## src/rtl/branch_resolve_queue.sv

```systemverilog
// -----------------------------------------------------------------------------
// branch_resolve_queue
//
// Holds in-flight branch predictions in FIFO order until the back end resolves
// them. Each resolve produces a one-cycle training strobe for the 2-bit counter
// table. A wrong prediction also produces a mispredict pulse and the corrected
// global history. A mispredict empties the queue and spends one FLUSH cycle
// with both handshakes closed.
//
// Optional feature: define BRQ_MISPRED_STATS_EN to add the saturating 16-bit
// mispred_count output.
//
// Parameters
//   DEPTH  entry count (power of two, >= 2)
//   IDX_W  counter-table index width
//   GHR_W  global-history snapshot width
//
// Ports
//   clock, reset           rising-edge clock, async active-high reset
//   pred_valid/ready       prediction handshake
//   pred_taken/index/ghr   prediction payload stored per entry
//   res_valid/ready        resolve handshake (always the oldest entry)
//   res_taken              actual direction of the oldest entry
//   upd_valid/index/taken  one-cycle counter-table training strobe
//   mispredict             one-cycle pulse on a wrong prediction
//   restore_ghr            corrected history {stored ghr[GHR_W-2:0], res_taken}
//   count                  number of valid entries
//   mispred_count          saturating mispredict count (BRQ_MISPRED_STATS_EN)
// -----------------------------------------------------------------------------
module branch_resolve_queue #(
  parameter int DEPTH = 8,
  parameter int IDX_W = 10,
  parameter int GHR_W = 12
) (
  input  logic                     clock,
  input  logic                     reset,
  input  logic                     pred_valid,
  input  logic                     pred_taken,
  input  logic [IDX_W-1:0]         pred_index,
  input  logic [GHR_W-1:0]         pred_ghr,
  output logic                     pred_ready,
  input  logic                     res_valid,
  input  logic                     res_taken,
  output logic                     res_ready,
  output logic                     upd_valid,
  output logic [IDX_W-1:0]         upd_index,
  output logic                     upd_taken,
  output logic                     mispredict,
  output logic [GHR_W-1:0]         restore_ghr,
  output logic [$clog2(DEPTH):0]   count
`ifdef BRQ_MISPRED_STATS_EN
  ,
  output logic [15:0]              mispred_count
`endif
);

  localparam int PTR_W = $clog2(DEPTH);
  localparam logic [PTR_W:0]   FULL_CNT = (PTR_W+1)'(DEPTH);
  localparam logic [PTR_W:0]   CNT_ONE  = (PTR_W+1)'(1);
  localparam logic [PTR_W-1:0] PTR_ONE  = PTR_W'(1);

  // RUN   : normal push/pop operation
  // FLUSH : one cycle after a mispredict, both handshakes closed
  typedef enum logic {
    RUN   = 1'b0,
    FLUSH = 1'b1
  } state_t;

  state_t state, state_next;

  logic             taken_mem [DEPTH];
  logic [IDX_W-1:0] index_mem [DEPTH];
  logic [GHR_W-1:0] ghr_mem   [DEPTH];

  logic [PTR_W-1:0] wr_ptr, rd_ptr;
  logic             push, pop, mispred_pop;

  // Full is judged on the registered count, so a same-cycle pop never frees a
  // slot for a push.
  assign pred_ready  = (state == RUN) && (count < FULL_CNT);
  assign res_ready   = (state == RUN) && (count != '0);
  assign push        = pred_valid && pred_ready;
  assign pop         = res_valid && res_ready;
  // Gated by pop so that an unwritten entry cannot leak X into the state.
  assign mispred_pop = pop && (taken_mem[rd_ptr] != res_taken);

  always_ff @(posedge clock or posedge reset) begin
    if (reset) state <= RUN;
    else       state <= state_next;
  end

  always_comb begin
    state_next = state;
    case (state)
      RUN:     if (mispred_pop) state_next = FLUSH;
      FLUSH:   state_next = RUN;
      default: state_next = RUN;
    endcase
  end

  // A mispredict discards everything, including a push in the same cycle.
  always_ff @(posedge clock or posedge reset) begin
    if (reset) begin
      wr_ptr <= '0;
      rd_ptr <= '0;
      count  <= '0;
    end else if (mispred_pop) begin
      wr_ptr <= '0;
      rd_ptr <= '0;
      count  <= '0;
    end else begin
      if (push) wr_ptr <= wr_ptr + PTR_ONE;
      if (pop)  rd_ptr <= rd_ptr + PTR_ONE;
      case ({push, pop})
        2'b10:   count <= count + CNT_ONE;
        2'b01:   count <= count - CNT_ONE;
        default: count <= count;
      endcase
    end
  end

  // Entry storage carries no reset; only slots below count are ever read.
  always_ff @(posedge clock) begin
    if (push) begin
      taken_mem[wr_ptr] <= pred_taken;
      index_mem[wr_ptr] <= pred_index;
      ghr_mem[wr_ptr]   <= pred_ghr;
    end
  end

  always_ff @(posedge clock or posedge reset) begin
    if (reset) begin
      upd_valid   <= 1'b0;
      upd_index   <= '0;
      upd_taken   <= 1'b0;
      mispredict  <= 1'b0;
      restore_ghr <= '0;
    end else begin
      upd_valid  <= pop;
      mispredict <= mispred_pop;
      if (pop) begin
        upd_index   <= index_mem[rd_ptr];
        upd_taken   <= res_taken;
        restore_ghr <= {ghr_mem[rd_ptr][GHR_W-2:0], res_taken};
      end
    end
  end

`ifdef BRQ_MISPRED_STATS_EN
  always_ff @(posedge clock or posedge reset) begin
    if (reset)
      mispred_count <= '0;
    else if (mispredict && (mispred_count != 16'hFFFF))
      mispred_count <= mispred_count + 16'd1;
  end
`endif

endmodule

```

## config.mk

```make
export PLATFORM = sky130hd
export DESIGN_NAME = branch_resolve_queue
export DESIGN_NICKNAME = d
export VERILOG_FILES = /design/src/rtl/branch_resolve_queue.sv
export SDC_FILE = /design/constraint.sdc
export NUM_CORES = 1
export LEC_CHECK = 0
export BUFFER_PORTS_ARGS = -buffer_cell sky130_fd_sc_hd__buf_2
export CORE_UTILIZATION = 25
export DETAILED_ROUTE_END_ITERATION = 6
export MAX_ROUTING_LAYER = met4
export PLACE_DENSITY_LB_ADDON = 0.15
export SLEW_MARGIN = 20
export SYNTH_ARGS = -nofsm -noshare
export SYNTH_HDL_FRONTEND = slang
export SYNTH_SLANG_ARGS = --single-unit
export TNS_END_PERCENT = 30
```

## constraint.sdc

```tcl
create_clock -name clock -period 6.05 [get_ports clock]
set_clock_uncertainty 0.2 [all_clocks]
set_input_delay 0.3025 -clock clock [delete_from_list [all_inputs] [get_ports clock]]
set_output_delay 0.3025 -clock clock [all_outputs]
set_load 0.005 [all_outputs]
```

==> tab_implementation.tex <==
\begin{tabular}{lr}
\hline
Metric & Value \\
\hline
\multicolumn{2}{l}{\textbf{Finish}} \\
Final Instance Area & 0.0100 sq mm \\
Most common cell after layout, fill and taps aside & edfxtp\_1 \\
Area of the multi-input gates & 0.00190 sq mm \\
Final instance count without filler cells & about 900 \\
Area growth from synthesis to layout & 23.4\% \\
Most frequent cells in the layout & edfxtp\_1 (176), buf\_2 (57), mux4\_2 (42) \\
Ant diodes & 0 \\
Final \#Nets & 539 \\
Layout cells sized above 1 & 30.3\% \\
Filler instances & approximately 3000 \\
Storage cell area & 0.00616 sq mm \\
\multicolumn{2}{l}{\textbf{Clocking}} \\
Total number of H-tree levels & 1 \\
Clock root buffer & clkbuf\_16 \\
Post-cts hold buffer count & 24 \\
Longest Clk Path Bufs & 3 \\
Clock sink total & 211 \\
Post-CTS resize count & 0 \\
Clock latency of the later-clocked register in the worst-skew pair & 0.51 ns \\
Clock Pin Slew Worst Setup and Hold Paths & 0.06 ns \\
Number of buffers created by CTS & 25 \\
Setup bufs post-CTS & 0 \\
CTS tree & yes \\
\multicolumn{2}{l}{\textbf{Setup path}} \\
Worst setup SP type & flop \\
Worst Setup Path Type & flop to flop \\
Crit path max-delay cell type & clkinv\_2 \\
Peak per-stage delay on the critical path & 0.75 ns \\
Critical Path Fanout Max & 60 \\
Required time of the critical path & between 6 and 7 ns \\
Cells traversed along the worst timing path & nor4\_1 > nor2\_1 > nand2\_1 > clkinv\_2 > xnor2\_1 > mux2i\_1 > a21oi\_1 \\
Worst setup EP type & flop \\
Data arrival at the endpoint of the critical path & 3.30 ns \\
\multicolumn{2}{l}{\textbf{Route}} \\
Final routed DRC violation total & 0 \\
Drt first pass iters & 4 \\
Initial DRC count & 147 \\
Detailed-route wire length per cell & approximately 19 um \\
Routed WL & 17500 um \\
Via count normalized by instance count & 4.30 \\
Post-detailed-route count of antenna-violating nets & 0 \\
Number of vias in the routed layout & around 4000 \\
\multicolumn{2}{l}{\textbf{STA}} \\
Worst-Margin Slew & 0.981 ns \\
Slack of the critical path & approximately 2.9 ns \\
Endpoints failing setup & 0 \\
Max-slew headroom at the worst pin & 34.4\% \\
Unrepaired setup endpoints after global routing & false \\
Count of endpoints failing hold in the final timing report & 0 \\
Fmax & 318 MHz \\
Period minus WS final & around 3.1 ns \\
Final worst-path cycle share & 52.0\% \\
Max-slew violation count & 0 \\
Setup TNS & 0 ns \\
\multicolumn{2}{l}{\textbf{Global routing}} \\
GR Overflow Total & 0 \\
Global-route usage over all layers & 11.1\% \\
Initial antenna violation count & 0 \\
Number of global-route vias before repair & between 4000 and 5000 \\
Largest net degree at the start of global routing & 61 \\
Global-route wire length before repair & about 26000 um \\
\multicolumn{2}{l}{\textbf{Power and ir drop}} \\
Leak Pwr & around 3.3 nW \\
Worst VDD drop & roughly 0.22 mV \\
Final total power & 4.67 mW \\
Power Dens Cells & 467 mW/mm\^{}2 \\
\multicolumn{2}{l}{\textbf{Synthesis}} \\
Largest cells by area after synthesis & edfxtp\_1 (65\%), mux4\_2 (12\%), dfrtp\_1 (11\%), mux2i\_1 (3.1\%), a21oi\_1 (1.8\%) \\
Synth Area per Inst & slightly below 20 sq um \\
Synth Flop Type & edfxtp\_1 \\
Net Count, Synth & 447 \\
Proportion of synthesized chip area in sequential cells & 75.9\% \\
Yosys synthesis warning count & 0 \\
Largest area contributor in the synthesized netlist & edfxtp\_1 \\
Fraction of registers with async set or reset after synthesis & 16.6\% \\
Area of the mapped netlist & 0.00812 sq mm \\
Register bit total from synthesis & 211 \\
Cells after Synth & 414 \\
Share of the synthesized area in the top cell type & 65.1\% \\
Post-synthesis cell type count & 36 \\
EDFF count, synth & about 180 \\
\multicolumn{2}{l}{\textbf{Placement}} \\
Routability congestion estimate & 0.662 \\
Setup Slack @ Placement & 2.82 ns \\
\# placed instances & 857 \\
Placed wire-length estimate & around 9400 um \\
Total cell area at the placement stage & around 0.009 sq mm \\
Count of input and output buffers & 57 \\
\multicolumn{2}{l}{\textbf{Floorplanning}} \\
Initial standard-cell utilization of the core & 25.6\% \\
Area of the die & 0.0332 sq mm \\
FP Rows & 65 \\
Core area & 0.0317 sq mm \\
Die Wd & between 150 and 200 um \\
Die extent in y & 182 um \\
Top-level I/O count & 59 \\
\multicolumn{2}{l}{\textbf{Status}} \\
Result of the run & completed \\
\multicolumn{2}{l}{\textbf{Flow run}} \\
Count of max-cap constraint violations & 0 \\
\multicolumn{2}{l}{\textbf{Hold path}} \\
Class of the tightest hold or removal check & input pin to flop \\
\hline
\end{tabular}
-- kinds of logic (layout without fill, tap and decap cells) --
family,after synthesis,in the layout,synth area share [%]
compound gates,36,36,2.42
xor+xnor,6,6,0.647
fa+ha+maj,5,5,0.863
buf+inv,25,136,1.42
flops,211,211,75.9
mux,70,70,15.1
simple gates,61,61,3.62
-- per-layer routing --
metal / vias up / part of all wire, % / GRT usage [%]
met5: - / 0 / -
met2: 66 / 50 / 19.0
met4: 0 / 2.0 / 3.09
li1: 1838 / - / -
met3: 27 / 3.5 / 1.92
met1: 2053 / 45 / 13.4
-- path summary, 6_finish.rpt --
check	from	endpoint	slack, ns	cells after the start
setup / recovery	count[0]	count[1]	2.90	7
hold / removal	res_valid	restore_ghr[0]	0.03	4
setup reg to reg	count[0]	count[1]	2.90	7
hold reg to reg	restore_ghr[0]	restore_ghr[0]	0.31	2
max in group asynchronous	reset	rd_ptr[0]	4.66	3
min in group asynchronous	reset	upd_index[3]	0.35	3
-- state kept, by name, summed over array words and instances (netlist names) --
signal	flops
ghr_mem	88
index_mem	80
restore_ghr	12
upd_index	10
taken_mem	8
count	4
rd_ptr	3
wr_ptr	3
mispredict	1
state	1
upd_valid	1
-- Yosys cell counts, types with 2 or more instances --
cell type	number
ha_1	4
nand2b_1	4
o21ai_0	2
buf_1	4
nand3_1	3
buf_2	7
mux4_2	42
mux2i_1	25
buf_4	3
nor3b_1	3
inv_1	3
nand2_1	9
xor2_1	4
mux2_2	3
dfrtp_1	35
edfxtp_1	176
nor2_1	30
nor3_1	3
xnor2_1	2
clkbuf_1	7
and2_1	2
a21oi_1	29
-- power breakdown --
part | switching, mW | total (mW) | internal (mW)
clock | 0.573 | 1.57 | 0.996
sequential | 0.142 | 1.97 | 1.83
combinational | 0.606 | 1.14 | 0.533
total | 1.32 | 4.67 | 3.35
-- per-stage QoR --
step | util [%] | hold WS [ns]
3_5_place_dp | 28.1 | 0.316
2_1_floorplan | - | 0.201
5_1_grt | 31.6 | 0.0506
3_3_place_gp | 28.1 | 0.284
4_1_cts | 31.6 | 0.0124
6_report | 31.6 | 0.0280
-- critical path: cells and delay by family, from the launching register on --
| family | cells | cell delay [ns] |
|---|---|---|
| buffers and inverters | 1 | 0.75 |
| and+or+nand+nor | 3 | 0.60 |
| AOI/OAI and AO/OA | 1 | 0.06 |
| xor gates and xnor gates | 1 | 0.69 |
| DFF | 1 | 0.44 |
| muxes | 1 | 0.25 |
-- area by class of cell --
type                       count  share of cell area, %
tap                          402                   5.02
clock inverter                14                   1.99
clock buffer                  32                   6.71
multi-input combinational    178                   18.9
inverter                       3                  0.125
timing repair buffer          87                   5.69
sequential                   211                   61.5
(Power assumes the default switching activity.)
